## src/rtl/game_sequencer.sv

```systemverilog
// game_sequencer: top-level game flow controller.
// Sequences attract / play / respawn / wave-clear / game-over states and
// tracks score, lives and wave number from the enemy kill and player hit
// pulses. frame_clk is treated as asynchronous data and is synchronised
// before its rising edges are used as frame ticks.
// Optional feature: define GAME_SEQUENCER_HISCORE_EN to add the hi_score
// output and its register.
module game_sequencer #(
    parameter int         N_ENEMY        = 18,
    parameter int         LIVES          = 3,
    parameter int         N_WAVES        = 4,
    parameter int         SCORE_W        = 8,
    parameter logic [7:0] KEY_START      = 8'h28,
    parameter int         CLEAR_FRAMES   = 120,
    parameter int         RESPAWN_FRAMES = 60
) (
    input  logic               Clk,
    input  logic               Reset,
    input  logic               frame_clk,
    input  logic [7:0]         keycode,
    input  logic [N_ENEMY-1:0] kill_pulse,
    input  logic               player_hit,
    output logic               start,
    output logic               play,
    output logic               respawn,
    output logic               wave_clear,
    output logic               gameover,
    output logic               wave_start,
    output logic               won,
    output logic [2:0]         lives,
    output logic [3:0]         wave_num,
    output logic [SCORE_W-1:0] score
`ifdef GAME_SEQUENCER_HISCORE_EN
    ,
    output logic [SCORE_W-1:0] hi_score
`endif
);

    // Popcount of up to 32 kill bits fits in 6 bits.
    localparam int PW    = 6;
    // Kill counter holds at most (N_ENEMY-1) + 32 before it is cleared.
    localparam int KW    = 7;
    // Sum wide enough to detect score overflow for any SCORE_W.
    localparam int SUM_W = ((SCORE_W > PW) ? SCORE_W : PW) + 1;
    localparam int FMAX  = (CLEAR_FRAMES > RESPAWN_FRAMES) ? CLEAR_FRAMES : RESPAWN_FRAMES;
    localparam int FW    = $clog2(FMAX + 1);

    typedef enum logic [2:0] {
        S_ATTRACT,
        S_PLAY,
        S_RESPAWN,
        S_WAVE_CLEAR,
        S_GAMEOVER
    } state_t;

    state_t             state_q, state_d;
    logic [SCORE_W-1:0] score_q, score_d;
    logic [2:0]         lives_q, lives_d;
    logic [3:0]         wave_num_q, wave_num_d;
    logic [KW-1:0]      kill_cnt_q, kill_cnt_d;
    logic [FW-1:0]      frame_cnt_q, frame_cnt_d;
    logic               won_q, won_d;
    logic               wave_start_q, wave_start_d;
    logic               key_armed_q, key_armed_d;
    logic               frame_meta_q, frame_sync_q, frame_prev_q;

    logic               frame_tick;
    logic               start_ok;
    logic               wave_done;
    logic [PW-1:0]      kill_pop;
    logic [KW-1:0]      kill_sum;
    logic [SUM_W-1:0]   score_sum;
    logic [SCORE_W-1:0] score_sat;

`ifdef GAME_SEQUENCER_HISCORE_EN
    logic [SCORE_W-1:0] hi_score_q, hi_score_d;
    logic               enter_gameover;
`endif

    // Rising edge of the synchronised frame strobe.
    assign frame_tick = frame_sync_q & ~frame_prev_q;

    // Count the enemies destroyed this cycle.
    always_comb begin
        kill_pop = '0;
        for (int unsigned i = 0; i < N_ENEMY; i++) begin
            kill_pop = kill_pop + PW'(kill_pulse[i]);
        end
    end

    // Saturating score update and wave completion detection.
    always_comb begin
        score_sum = SUM_W'(score_q) + SUM_W'(kill_pop);
        if (score_sum > SUM_W'({SCORE_W{1'b1}})) begin
            score_sat = '1;
        end else begin
            score_sat = score_sum[SCORE_W-1:0];
        end
        kill_sum  = kill_cnt_q + KW'(kill_pop);
        wave_done = (kill_sum >= KW'(N_ENEMY));
    end

    // Next-state and datapath logic for the game flow.
    always_comb begin
        state_d      = state_q;
        score_d      = score_q;
        lives_d      = lives_q;
        wave_num_d   = wave_num_q;
        kill_cnt_d   = kill_cnt_q;
        frame_cnt_d  = frame_cnt_q;
        won_d        = won_q;
        wave_start_d = 1'b0;
        key_armed_d  = key_armed_q;

        start_ok = key_armed_q && (keycode == KEY_START) &&
                   ((state_q == S_ATTRACT) || (state_q == S_GAMEOVER));

        // Arming requires a key release, so a held start key cannot retrigger.
        if (start_ok) begin
            key_armed_d = 1'b0;
        end else if (keycode == 8'h00) begin
            key_armed_d = 1'b1;
        end

        case (state_q)
            S_ATTRACT, S_GAMEOVER: begin
                if (start_ok) begin
                    state_d      = S_PLAY;
                    score_d      = '0;
                    lives_d      = 3'(LIVES);
                    wave_num_d   = 4'd1;
                    kill_cnt_d   = '0;
                    frame_cnt_d  = '0;
                    won_d        = 1'b0;
                    wave_start_d = 1'b1;
                end
            end
            S_PLAY: begin
                score_d    = score_sat;
                kill_cnt_d = kill_sum;
                // Wave completion takes priority; a coincident hit is dropped.
                if (wave_done) begin
                    frame_cnt_d = '0;
                    if (wave_num_q < 4'(N_WAVES)) begin
                        state_d = S_WAVE_CLEAR;
                    end else begin
                        state_d = S_GAMEOVER;
                        won_d   = 1'b1;
                    end
                end else if (player_hit) begin
                    lives_d     = lives_q - 3'd1;
                    frame_cnt_d = '0;
                    if (lives_q == 3'd1) begin
                        state_d = S_GAMEOVER;
                    end else begin
                        state_d = S_RESPAWN;
                    end
                end
            end
            S_RESPAWN: begin
                if (frame_tick) begin
                    if (frame_cnt_q == FW'(RESPAWN_FRAMES - 1)) begin
                        state_d     = S_PLAY;
                        frame_cnt_d = '0;
                    end else begin
                        frame_cnt_d = frame_cnt_q + 1'b1;
                    end
                end
            end
            S_WAVE_CLEAR: begin
                if (frame_tick) begin
                    if (frame_cnt_q == FW'(CLEAR_FRAMES - 1)) begin
                        state_d      = S_PLAY;
                        frame_cnt_d  = '0;
                        wave_num_d   = wave_num_q + 4'd1;
                        kill_cnt_d   = '0;
                        wave_start_d = 1'b1;
                    end else begin
                        frame_cnt_d = frame_cnt_q + 1'b1;
                    end
                end
            end
            default: begin
                state_d = S_ATTRACT;
            end
        endcase
    end

`ifdef GAME_SEQUENCER_HISCORE_EN
    // Capture a new best score on the transition into game over.
    always_comb begin
        enter_gameover = (state_d == S_GAMEOVER) && (state_q != S_GAMEOVER);
        hi_score_d     = hi_score_q;
        if (enter_gameover && (score_d > hi_score_q)) begin
            hi_score_d = score_d;
        end
    end
`endif

    // State, datapath and synchroniser registers with synchronous reset.
    always_ff @(posedge Clk) begin
        if (Reset) begin
            state_q      <= S_ATTRACT;
            score_q      <= '0;
            lives_q      <= '0;
            wave_num_q   <= '0;
            kill_cnt_q   <= '0;
            frame_cnt_q  <= '0;
            won_q        <= 1'b0;
            wave_start_q <= 1'b0;
            key_armed_q  <= 1'b0;
            frame_meta_q <= 1'b0;
            frame_sync_q <= 1'b0;
            frame_prev_q <= 1'b0;
`ifdef GAME_SEQUENCER_HISCORE_EN
            hi_score_q   <= '0;
`endif
        end else begin
            state_q      <= state_d;
            score_q      <= score_d;
            lives_q      <= lives_d;
            wave_num_q   <= wave_num_d;
            kill_cnt_q   <= kill_cnt_d;
            frame_cnt_q  <= frame_cnt_d;
            won_q        <= won_d;
            wave_start_q <= wave_start_d;
            key_armed_q  <= key_armed_d;
            frame_meta_q <= frame_clk;
            frame_sync_q <= frame_meta_q;
            frame_prev_q <= frame_sync_q;
`ifdef GAME_SEQUENCER_HISCORE_EN
            hi_score_q   <= hi_score_d;
`endif
        end
    end

    assign start      = (state_q == S_ATTRACT);
    assign play       = (state_q == S_PLAY);
    assign respawn    = (state_q == S_RESPAWN);
    assign wave_clear = (state_q == S_WAVE_CLEAR);
    assign gameover   = (state_q == S_GAMEOVER);
    assign wave_start = wave_start_q;
    assign won        = won_q;
    assign lives      = lives_q;
    assign wave_num   = wave_num_q;
    assign score      = score_q;
`ifdef GAME_SEQUENCER_HISCORE_EN
    assign hi_score   = hi_score_q;
`endif

endmodule

```

## config.mk

```make
export PLATFORM = sky130hd
export DESIGN_NAME = game_sequencer
export DESIGN_NICKNAME = d
export VERILOG_FILES = /design/src/rtl/game_sequencer.sv
export SDC_FILE = /design/constraint.sdc
export NUM_CORES = 1
export LEC_CHECK = 0
export ABC_CLOCK_PERIOD_IN_PS = 19950
export CORE_MARGIN = 8
export CORE_UTILIZATION = 50
export CTS_BUF_LIST = sky130_fd_sc_hd__clkbuf_2
export DETAILED_ROUTE_END_ITERATION = 10
export PLACE_DENSITY_LB_ADDON = 0.1
export SYNTH_ARGS = -nofsm -noshare
export SYNTH_HDL_FRONTEND = slang
export SYNTH_SLANG_ARGS = --single-unit
```

## constraint.sdc

```tcl
create_clock -name Clk -period 19.95 [get_ports Clk]
set_input_delay 3.99 -clock Clk [delete_from_list [all_inputs] [get_ports Clk]]
set_output_delay 3.99 -clock Clk [all_outputs]
set_load 0.03 [all_outputs]
```

==> results of run 1 <==
synth_stat cells (5+ instances only):
cell | n | share of area
a21o_1 | 10 | 0.028
nand2_1 | 22 | 0.031
clkbuf_1 | 5 | 0.0069
inv_1 | 41 | 0.057
nor2b_1 | 10 | 0.023
nand3_1 | 7 | 0.013
a211oi_1 | 5 | 0.014
o21ai_0 | 13 | 0.024
a21oi_1 | 16 | 0.030
fa_1 | 14 | 0.10
nor2_1 | 24 | 0.033
xor2_1 | 6 | 0.019
ha_1 | 22 | 0.10
mux2i_1 | 8 | 0.030
nor3_1 | 5 | 0.0093
dfxtp_1 | 38 | 0.28
logic make-up after synthesis:
family,Yosys count
muxes,8
xor gates and xnor gates,9
and+or+nand+nor,101
adders and majority gates,36
AOI/OAI and AO/OA,70
DFF,38
buffers and inverters,50
routing by layer:
metal	global-route usage	vias to the layer above	share of wire
met5	0	-	0
met3	0.0542	4	0.076
met1	0.207	1067	0.48
met4	0.0378	0	0.0072
li1	-	1176	-
met2	0.252	58	0.44
critical path, delay by kind of cell:
family,cells,cell delay [ns]
AO/OA/AOI/OAI,4,1.14
adder cells (fa/ha/maj),8,3.64
buffers and inverters,4,0.67
AND/OR/NAND/NOR,3,0.64
area by class of cell:
| class | count | share of cell area |
|---|---|---|
| tap | 70 | 0.0265 |
| timing repair buffer | 51 | 0.155 |
| clock buffer | 5 | 0.00758 |
| inverter | 41 | 0.0466 |
| multi-input combinational | 224 | 0.529 |
| sequential | 38 | 0.230 |
| clock inverter | 3 | 0.00493 |
per-stage QoR:
step	std cells	util	cell area [sq um]	total power [W]	setup WS [ns]
2_1_floorplan	312	-	2700	0.000297	10.67
3_3_place_gp	424	0.630	3260	0.000352	9.81
3_5_place_dp	424	0.630	3260	0.000356	9.78
4_1_cts	432	0.638	3300	0.000394	10.21
5_1_grt	432	0.638	3300	0.000431	9.95
6_report	432	0.638	3300	0.000393	10.25
registers in the layout, summed over array words and instances, names as in the netlist, 3 cells and up:
name	count
kill_cnt_q	7
state_q	3
lives	3
score	8
wave_num	4
frame_cnt_q	7
worst max path at each step:
| stage | startpoint | to | slack (ns) | cells after the start |
|---|---|---|---|---|
| after detailed placement | kill_pulse[0] | state_q[2]$_SDFFE_PP0P_ | 9.78 | 19 |
| after global placement | kill_pulse[5] | state_q[2]$_SDFFE_PP0P_ | 9.81 | 19 |
| final | kill_pulse[0] | state_q[2]$_SDFFE_PP0P_ | 10.25 | 19 |
| after floorplan | kill_pulse[0] | state_q[2]$_SDFFE_PP0P_ | 10.67 | 17 |
| after global routing | kill_pulse[0] | state_q[2]$_SDFFE_PP0P_ | 9.95 | 19 |
| after CTS | kill_pulse[0] | state_q[2]$_SDFFE_PP0P_ | 10.21 | 19 |
where the power goes:
part | internal [W] | switching (W) | leakage [nW]
logic | 0.000114 | 0.000150 | 1.08
clock network | 0.00000798 | 0.0000277 | 0.0264
registers | 0.0000843 | 0.00000878 | 0.307
==> metrics.yaml, run 1 <==
synth:
  synth_compound_area_frac: 0.182
  synth_xor_area_frac: 0.0292
  ys.flop_type: "dfxtp_1"
  ys_seq_elements: 38
  synth-async-reset-ratio: 0
  yosys.area_share.simple: 0.200
  syn_inst: 312
  ys_seq_area_frac: 0.282
  synth_fa_ha_area_frac: 0.206
  synth-edff-count: 0
  synth_area_sq_um: 2700
  syn_area_per_cell_sq_um: 8.66
  synth_mux_area_frac: 0.0296
  synth_top_family_by_area: "adder cells"
  yosys_warnings: 0
  synth_cell_type_count: 54
  synth_nets: 378
sta:
  period_needed_ns: 9.70
  min_period_over_period: 0.486
  fmax_mhz: 103
  maxSlewHeadroom: 0.525
  fin_hold_ws_ns: 0.462
  rsz0062_at_grt: "false"
  slew_violations: 0
  fin_skew_ns: 0.00505
  setup_violations: 0
  tns_ns: 0
  hold_violations: 0
  worst_slew_pin_slew_ns: 0.711
layout:
  layout_commonest_cell: "clkdlybuf4s50_1"
  multi_input_area_sq_um: 1750
  final_nets: 427
  layout_common_cells: "clkdlybuf4s50_1, inv_1, dfxtp_1"
  diodes: 0
  drive_gt1_frac: 0.0608
  ff_latch_area_sq_um: 761
  area_growth_syn_to_layout_pct: 22.2
  n_fill_cell: 465
setup_path:
  slowest_stage: "a2111oi_2"
  r2r-end: "state_q[2]$_SDFFE_PP0P_"
  r2r_start: "kill_cnt_q[0]$_SDFFE_PP0P_"
  path_class: "in -> reg"
  start_kind: "input pin"
  cp_cell_sequence: "clkdlybuf4s50_1 -> inv_1 -> fa_1 -> fa_1 -> fa_1 -> fa_1 -> fa_1 -> inv_1 -> ha_1 -> fa_1 -> inv_1 -> fa_1 -> nor2b_1 -> o2111ai_1 -> and3_1 -> a2111oi_2 -> a21oi_1 -> nor3b_1 -> a31o_2"
  crit_fanout: 5
  max_stage_delay_ns: 0.60
  worst_ep_required_time_ns: 20.32
  cpMostUsedCell: "fa_1"
  worstSetupEndpointType: "register"
  arrival_ns: 10.08
  reg2regPathDepth: 10
  r2r_slack_ns: 17.12
worst_hold_path:
  hold_path.class: "reg -> reg"
  holdPathStages: 1
  hp-start: "frame_meta_q$_SDFF_PP0_"
  holdPathEnd: "frame_sync_q$_SDFF_PP0_"
cts:
  post_cts_buffers: 0
  htreeDepth: 2
  cts_buffers: 5
  clock_latency_ns: 0.41
  cts_tree: "yes"
  cts_buffer_depth: 2
  clk_pin_slew_ns: 0.20
  postCtsResizedCells: 0
  root_buffer: "clkbuf_2"
  cts.sinks: 38
  cts_hold_buffers: 0
global_route:
  antenna_found_initial: 0
  grt_overflow: 0
  grt_pass1_vias: 2298
  grt_pass1_wl_mm: 10.3
  grt_max_degree: 21
  grtUsageTotal: 0.161
detailed_routing:
  postRouteAntennaNets: 0
  drt-wirelength-per-cell_microns: 13.9
  drc: 0
  vias: 2305
  wl_mm: 5.99
  drtIter0Drc: 95
  dr.pass1.iters: 4
  viasPerCell: 5.34
floorplanning:
  die_w_microns: 89.5
  start_util: 0.522
  die_area_sq_um: 8010
  rows: 26
  die_h_microns: 89.5
  core_area_sq_um: 5170
  io_pins: 52
power_and_ir_drop:
  power_density_nw_per_um2: 119
  peakVddDrop_mv: 0.0718
  p_leak_nw: 1.41
placed_design:
  gp_congestion: 0.850
  place_hpwl_mm: 4.67
  portBuffers: 51
status:
  status: "complete, no violations"
job:
  drv_cap: 0
Note: power is estimated with default switching activity, not from simulation.
==> run 2: changes to the inputs <==
--- a/config.mk
+++ b/config.mk
@@ -5,7 +5,7 @@
 export SDC_FILE = /design/constraint.sdc
 export NUM_CORES = 1
 export LEC_CHECK = 0
-export ABC_CLOCK_PERIOD_IN_PS = 19950
+export ABC_CLOCK_PERIOD_IN_PS = 9900
 export CORE_MARGIN = 8
 export CORE_UTILIZATION = 50
 export CTS_BUF_LIST = sky130_fd_sc_hd__clkbuf_2
==> constraint.sdc (replaced) <==
create_clock -name Clk -period 9.9 [get_ports Clk]
set_input_delay 1.98 -clock Clk [delete_from_list [all_inputs] [get_ports Clk]]
set_output_delay 1.98 -clock Clk [all_outputs]
set_load 0.03 [all_outputs]
==> run 2 against run 1 <==
- sequential share of layout area rose by 0.088 points
- count of clock-buffer cells in the layout did not move
- sequential power rose by 100%
- global-route usage fell by 0.33 points
- combinational power rose by 100%
- die area did not move
- clock skew rose by 0.0077 ns
- non-clock buffer count did not move
- via count fell by 0.78%
- cell area fell by 0.38%
- total power rose by 99%
- critical endpoint unchanged
- largest power group unchanged
- highest routed layer unchanged
==> metrics.yaml, run 2 (synthesized netlist as in run 1, its figures left out) <==
status:
  status: "complete, no violations"  # unchanged
sta:
  worst_slew_pin_slew_ns: 0.738  # was 0.711 ns
  hold_violations: 0  # unchanged
  period_needed_ns: 7.69
  fmax_mhz: 130
  fin_skew_ns: 0.0128  # was 0.00505 ns
  tns_ns: 0  # unchanged
  min_period_over_period: 0.777
  setup_violations: 0  # unchanged
  setup_ws_ns: 2.21  # was 10.25 ns
  rsz0062_at_grt: "false"  # unchanged
  slew_violations: 0  # unchanged
  maxSlewHeadroom: 0.506  # was 0.525
setup_path:
  reg2regPathDepth: 10  # unchanged
  start_kind: "input pin"  # unchanged
  worst_ep_required_time_ns: 10.25  # was 20.32 ns
  path_class: "in -> reg"  # unchanged
  crit_fanout: 5  # unchanged
  arrival_ns: 8.04  # was 10.08 ns
  worstSetupEndpointType: "register"  # unchanged
detailed_routing:
  wl_mm: 5.84  # was 5.99 mm
  drt-wirelength-per-cell_microns: 13.6  # was 13.9 microns
  postRouteAntennaNets: 0  # unchanged
  vias: 2287  # was 2305
  drtIter0Drc: 92  # was 95
  drc: 0  # unchanged
  dr.pass1.iters: 4  # unchanged
  viasPerCell: 5.32  # was 5.34
layout:
  final_nets: 427  # unchanged
  layout_common_cells: "clkdlybuf4s50_1, inv_1, dfxtp_1"  # unchanged
  layout_commonest_cell: "clkdlybuf4s50_1"  # unchanged
  area_growth_syn_to_layout_pct: 21.7  # was 22.2%
  drive_gt1_frac: 0.0556  # was 0.0608
  largest_reg_flops: 8  # unchanged
  diodes: 0  # unchanged
  n_fill_cell: 460  # was 465
cts:
  root_buffer: "clkbuf_2"  # unchanged
  htreeDepth: 2  # unchanged
  cts_buffer_depth: 2  # unchanged
  cts_buffers: 5  # unchanged
  clk_pin_slew_ns: 0.20  # about the same
  postCtsResizedCells: 0  # unchanged
  cts_hold_buffers: 0  # unchanged
  post_cts_buffers: 0  # unchanged
  cts_tree: "yes"  # unchanged
  cts.sinks: 38  # unchanged
  clock_latency_ns: 0.38  # was 0.41 ns
worst_hold_path:
  hold_path.class: "reg -> reg"  # unchanged
  holdPathStages: 1  # unchanged
floorplanning:
  die_w_microns: 89.5  # unchanged
  die_h_microns: 89.5  # unchanged
  rows: 26  # unchanged
  core_area_sq_um: 5170  # unchanged
  io_pins: 52  # unchanged
  start_util: 0.522  # unchanged
  die_area_sq_um: 8010  # unchanged
global_route:
  grtUsageTotal: 0.157  # was 0.161
  grt_pass1_wl_mm: 10.1  # was 10.3 mm
  antenna_found_initial: 0  # unchanged
  grt_pass1_vias: 2262  # was 2298
  grt_max_degree: 21  # unchanged
  grt_overflow: 0  # unchanged
power_and_ir_drop:
  power_density_nw_per_um2: 237  # was 119 nW/um^2
  peakVddDrop_mv: 0.134  # was 0.0718 mV
  p_leak_nw: 1.41  # about the same
placed_design:
  dp_worst_setup_slack_ns: 1.74  # was 9.78 ns
  place_hpwl_mm: 4.68  # was 4.67 mm
  portBuffers: 51  # unchanged
  gp_congestion: 0.850  # unchanged
job:
  drv_cap: 0  # unchanged
run 2: cell count changes in the layout (fill, tap and decap cells not counted):
| cell | change |
|---|---|
| clkinvlp_4 | -1 |
| clkinv_2 | -1 |
run 2: area by class of cell:
cell class              count  area [sq um]  share of cell area
multi-input cells         224          1750               0.531
clock buffers               5          25.0             0.00761
clock inverters             1          3.75             0.00114
flip-flops and latches     38           761               0.231
repair buffers             51           510               0.155
well taps                  70          87.6              0.0266
inverters                  41           154              0.0468
run 2: critical path: stages:
cell and delay [ns]:
clkdlybuf4s50_1 0.45, inv_1 0.05, fa_1 0.56, fa_1 0.45, fa_1 0.53, fa_1 0.43
fa_1 0.49, inv_1 0.04, ha_1 0.20, fa_1 0.57, inv_1 0.11, fa_1 0.43
nor2b_1 0.18, o2111ai_1 0.14, and3_1 0.21, a2111oi_2 0.58, a21oi_1 0.27, nor3b_1 0.24
a31o_2 0.13
run 2: per-layer routing:
| metal | global-route usage | part of all wire | vias to the layer above |
|---|---|---|---|
| met5 | 0 | 0 | - |
| li1 | - | - | 1173 |
| met3 | 0.0524 | 0.082 | 4 |
| met1 | 0.204 | 0.48 | 1054 |
| met4 | 0.0317 | 0.0068 | 0 |
| met2 | 0.247 | 0.43 | 56 |
run 2: path summary, 6_finish.rpt:
path                              start                      end  slack (ns)
max                       kill_pulse[0]  state_q[2]$_SDFFE_PP0P_        2.21
min             frame_meta_q$_SDFF_PP0_  frame_sync_q$_SDFF_PP0_        0.46
max reg2reg  kill_cnt_q[0]$_SDFFE_PP0P_  state_q[2]$_SDFFE_PP0P_        7.10
min reg2reg     frame_meta_q$_SDFF_PP0_  frame_sync_q$_SDFF_PP0_        0.46
run 2: power by group:
part | total (W) | internal (W) | leakage (nW) | switching (W)
Combinational | 0.000527 | 0.000230 | 1.08 | 0.000298
Sequential | 0.000188 | 0.000170 | 0.307 | 0.0000177
Clock | 0.0000652 | 0.0000141 | 0.0223 | 0.0000511
Total | 0.000780 | 0.000414 | 1.41 | 0.000366
run 2: stage by stage:
step	std cells	util	instance area (sq um)	total power (W)	hold WS [ns]
2_1_floorplan	312	-	2700	0.000599	0.414
3_3_place_gp	424	0.630	3260	0.000710	0.424
3_5_place_dp	424	0.630	3260	0.000718	0.420
4_1_cts	430	0.636	3290	0.000786	0.458
5_1_grt	430	0.636	3290	0.000862	0.473
6_report	430	0.636	3290	0.000780	0.458
==> run 3: changes to the inputs <==
--- a/config.mk
+++ b/config.mk
@@ -5,9 +5,9 @@
 export SDC_FILE = /design/constraint.sdc
 export NUM_CORES = 1
 export LEC_CHECK = 0
-export ABC_CLOCK_PERIOD_IN_PS = 9900
+export ABC_CLOCK_PERIOD_IN_PS = 6450
 export CORE_MARGIN = 8
-export CORE_UTILIZATION = 50
+export CORE_UTILIZATION = 49
 export CTS_BUF_LIST = sky130_fd_sc_hd__clkbuf_2
 export DETAILED_ROUTE_END_ITERATION = 10
 export PLACE_DENSITY_LB_ADDON = 0.1
==> constraint.sdc (replaced) <==
create_clock -name Clk -period 6.45 [get_ports Clk]
set_input_delay 1.29 -clock Clk [delete_from_list [all_inputs] [get_ports Clk]]
set_output_delay 1.29 -clock Clk [all_outputs]
set_load 0.03 [all_outputs]
==> run 3 against run 2 <==
- sequential share of layout area down 2.5 points
- combinational power up 150%
- wire length up 14%
- non-clock buffer count up 31
- cell area up 12%
- sequential power up 55%
- global-route usage up 1.1 points
- clock skew up 0.0030 ns
- via count up 7.8%
- total power up 120%
- largest cell class unchanged
==> metrics.yaml, run 3 (synthesized netlist as in run 1, its figures left out) <==
status:
  status: "complete, no violations"  # unchanged
cts:
  cts_buffer_depth: 2  # unchanged
  cts_hold_buffers: 0  # unchanged
  clk_pin_slew_ns: 0.22  # was 0.20 ns
  htreeDepth: 2  # unchanged
  cts.sinks: 38  # unchanged
  root_buffer: "clkbuf_2"  # unchanged
  cts_tree: "yes"  # unchanged
  clock_latency_ns: 0.39  # was 0.38 ns
  cts_buffers: 5  # unchanged
detailed_routing:
  drtIter0Drc: 71  # was 92
  wl_mm: 6.66  # was 5.84 mm
  viasPerCell: 5.29  # was 5.32
  postRouteAntennaNets: 0  # unchanged
  vias: 2465  # was 2287
  drt-wirelength-per-cell_microns: 14.3  # was 13.6 microns
  drc: 0  # unchanged
  dr.pass1.iters: 4  # unchanged
setup_path:
  path_class: "in -> reg"  # unchanged
  worst-path-stages: 19  # unchanged
  max_stage_delay_ns: 0.60  # was 0.58 ns
  cp_cell_sequence: "clkbuf_2 -> inv_2 -> fa_1 -> fa_1 -> fa_1 -> fa_1 -> fa_1 -> inv_1 -> ha_2 -> fa_2 -> ha_4 -> a211oi_4 -> nor2_1 -> o211ai_1 -> buf_4 -> nand2_1 -> and3_4 -> or4_1 -> a31oi_1"  # was clkdlybuf4s50_1 -> inv_1 -> fa_1 -> fa_1 -> fa_1 -> fa_1 -> fa_1 -> inv_1 -> ha_1 -> fa_1 -> inv_1 -> fa_1 -> nor2b_1 -> o2111ai_1 -> and3_1 -> a2111oi_2 -> a21oi_1 -> nor3b_1 -> a31o_2
  slowest_stage: "fa_2"  # was a2111oi_2
  reg2regPathDepth: 9  # was 10
  arrival_ns: 6.61  # was 8.04 ns
  crit_fanout: 3  # was 5
  start_kind: "input pin"  # unchanged
  path_buf_inv: 4  # unchanged
  r2r_start: "state_q[0]$_SDFFE_PP0P_"  # was kill_cnt_q[0]$_SDFFE_PP0P_
  worstSetupEndpointType: "register"  # unchanged
  startpoint: "kill_pulse[5]"  # was kill_pulse[0]
  critPathTopFamily: "adder cells"  # unchanged
  worst_ep_required_time_ns: 6.78  # was 10.25 ns
  cpMostUsedCell: "fa_1"  # unchanged
floorplanning:
  rows: 27  # was 26
  die_w_microns: 90.3  # was 89.5 microns
  core_area_sq_um: 5410  # was 5170 sq um
  die_area_sq_um: 8150  # was 8010 sq um
  start_util: 0.500  # was 0.522
  io_pins: 52  # unchanged
  die_h_microns: 90.3  # was 89.5 microns
sta:
  min_period_over_period: 0.975
  setup_ws_ns: 0.164  # was 2.21 ns
  fmax_mhz: 159
  hold_violations: 0  # unchanged
  fin_skew_ns: 0.0158  # was 0.0128 ns
  tns_ns: 0  # unchanged
  worst_slew_pin_slew_ns: 0.732  # was 0.738 ns
  period_needed_ns: 6.29
  slew_violations: 0  # unchanged
  rsz0062_at_grt: "false"  # unchanged
  setup_violations: 0  # unchanged
  maxSlewHeadroom: 0.511  # was 0.506
global_route:
  grtUsageTotal: 0.169  # was 0.157
  grt_overflow: 0  # unchanged
  antenna_found_initial: 0  # unchanged
  grt_max_degree: 21  # unchanged
  grt_pass1_vias: 2565  # was 2262
  grt_pass1_wl_mm: 11.6  # was 10.1 mm
power_and_ir_drop:
  power_density_nw_per_um2: 464  # was 237 nW/um^2
  peakVddDrop_mv: 0.256  # was 0.134 mV
  p_leak_nw: 1.58  # was 1.41 nW
  power_w: 0.00171  # was 0.000780 W
layout:
  largest_reg_flops: 8  # unchanged
  layout_commonest_cell: "clkdlybuf4s50_1"  # unchanged
  drive_gt1_frac: 0.231  # was 0.0556
  final_nets: 459  # was 427
  layout_common_cells: "clkdlybuf4s50_1, dfxtp_1, inv_1"  # was clkdlybuf4s50_1, inv_1, dfxtp_1
  area_growth_syn_to_layout_pct: 36.4  # was 21.7%
  utilization: 0.682  # was 0.636
  diodes: 0  # unchanged
worst_hold_path:
  hold_path.class: "reg -> reg"  # unchanged
  hp-start: "frame_meta_q$_SDFF_PP0_"  # unchanged
  holdPathStages: 1  # unchanged
placed_design:
  dp_worst_setup_slack_ns: -0.745  # was 1.74 ns
  portBuffers: 51  # unchanged
  place_hpwl_mm: 5.05  # was 4.68 mm
  gp_congestion: 0.791  # was 0.850
job:
  drv_cap: 0  # unchanged
[run 3: cell count changes in the layout (fill, tap and decap cells not counted), sizes merged]
cell | previous run | this run
a21oi | 17 | 18
buf | 0 | 32
clkbuf | 5 | 12
clkdlybuf4s15 | 0 | 1
clkdlybuf4s50 | 51 | 42
clkinv | 1 | 2
clkinvlp | 0 | 1
[run 3: cell type report]
type | count | area [sq um]
tap | 72 | 90.1
clock inverter | 3 | 16.3
fill | 467 | 1720
inverter | 41 | 154
multi-input combinational | 225 | 1930
timing repair buffer | 82 | 713
sequential | 38 | 761
clock buffer | 5 | 25.0
[run 3: what timing repair did]
item | CTS | global route
setup endpoints to repair | 14 | 19
buffers inserted | 6 | 2
endpoints found under the hold margin | 0 | 0
pin swaps | 23 | 21
gates cloned | 1 | 0
gates resized for setup | 22 | 34
[run 3: path summary, 6_finish.rpt]
path,end,slack (ns)
max reg2reg,frame_cnt_q[0]$_SDFFE_PP0P_,3.87
min reg2reg,frame_sync_q$_SDFF_PP0_,0.47
min,frame_sync_q$_SDFF_PP0_,0.47
max,state_q[0]$_SDFFE_PP0P_,0.16
[run 3: power by group]
| part | leakage (nW) | total, W | internal [W] | switching (W) |
|---|---|---|---|---|
| Clock | 0.0264 | 0.000112 | 0.0000248 | 0.0000870 |
| Sequential | 0.307 | 0.000291 | 0.000261 | 0.0000297 |
| Combinational | 1.24 | 0.00131 | 0.000682 | 0.000624 |
[run 3: stage by stage]
stage               std cells  hold WS, ns  area (sq um)
floorplan                 312        0.414          2770
CTS                       465        0.469          3650
detailed placement        451        0.433          3510
global route              466        0.496          3680
global placement          451        0.421          3510
finish                    466        0.469          3680
[run 3: per-layer routing]
layer	wire length [microns]	vias up	GRT usage
met2	3440	54	0.313
met4	57	0	0.0333
met1	2800	1161	0.188
met5	0	-	0
met3	353	7	0.0449
li1	-	1243	-
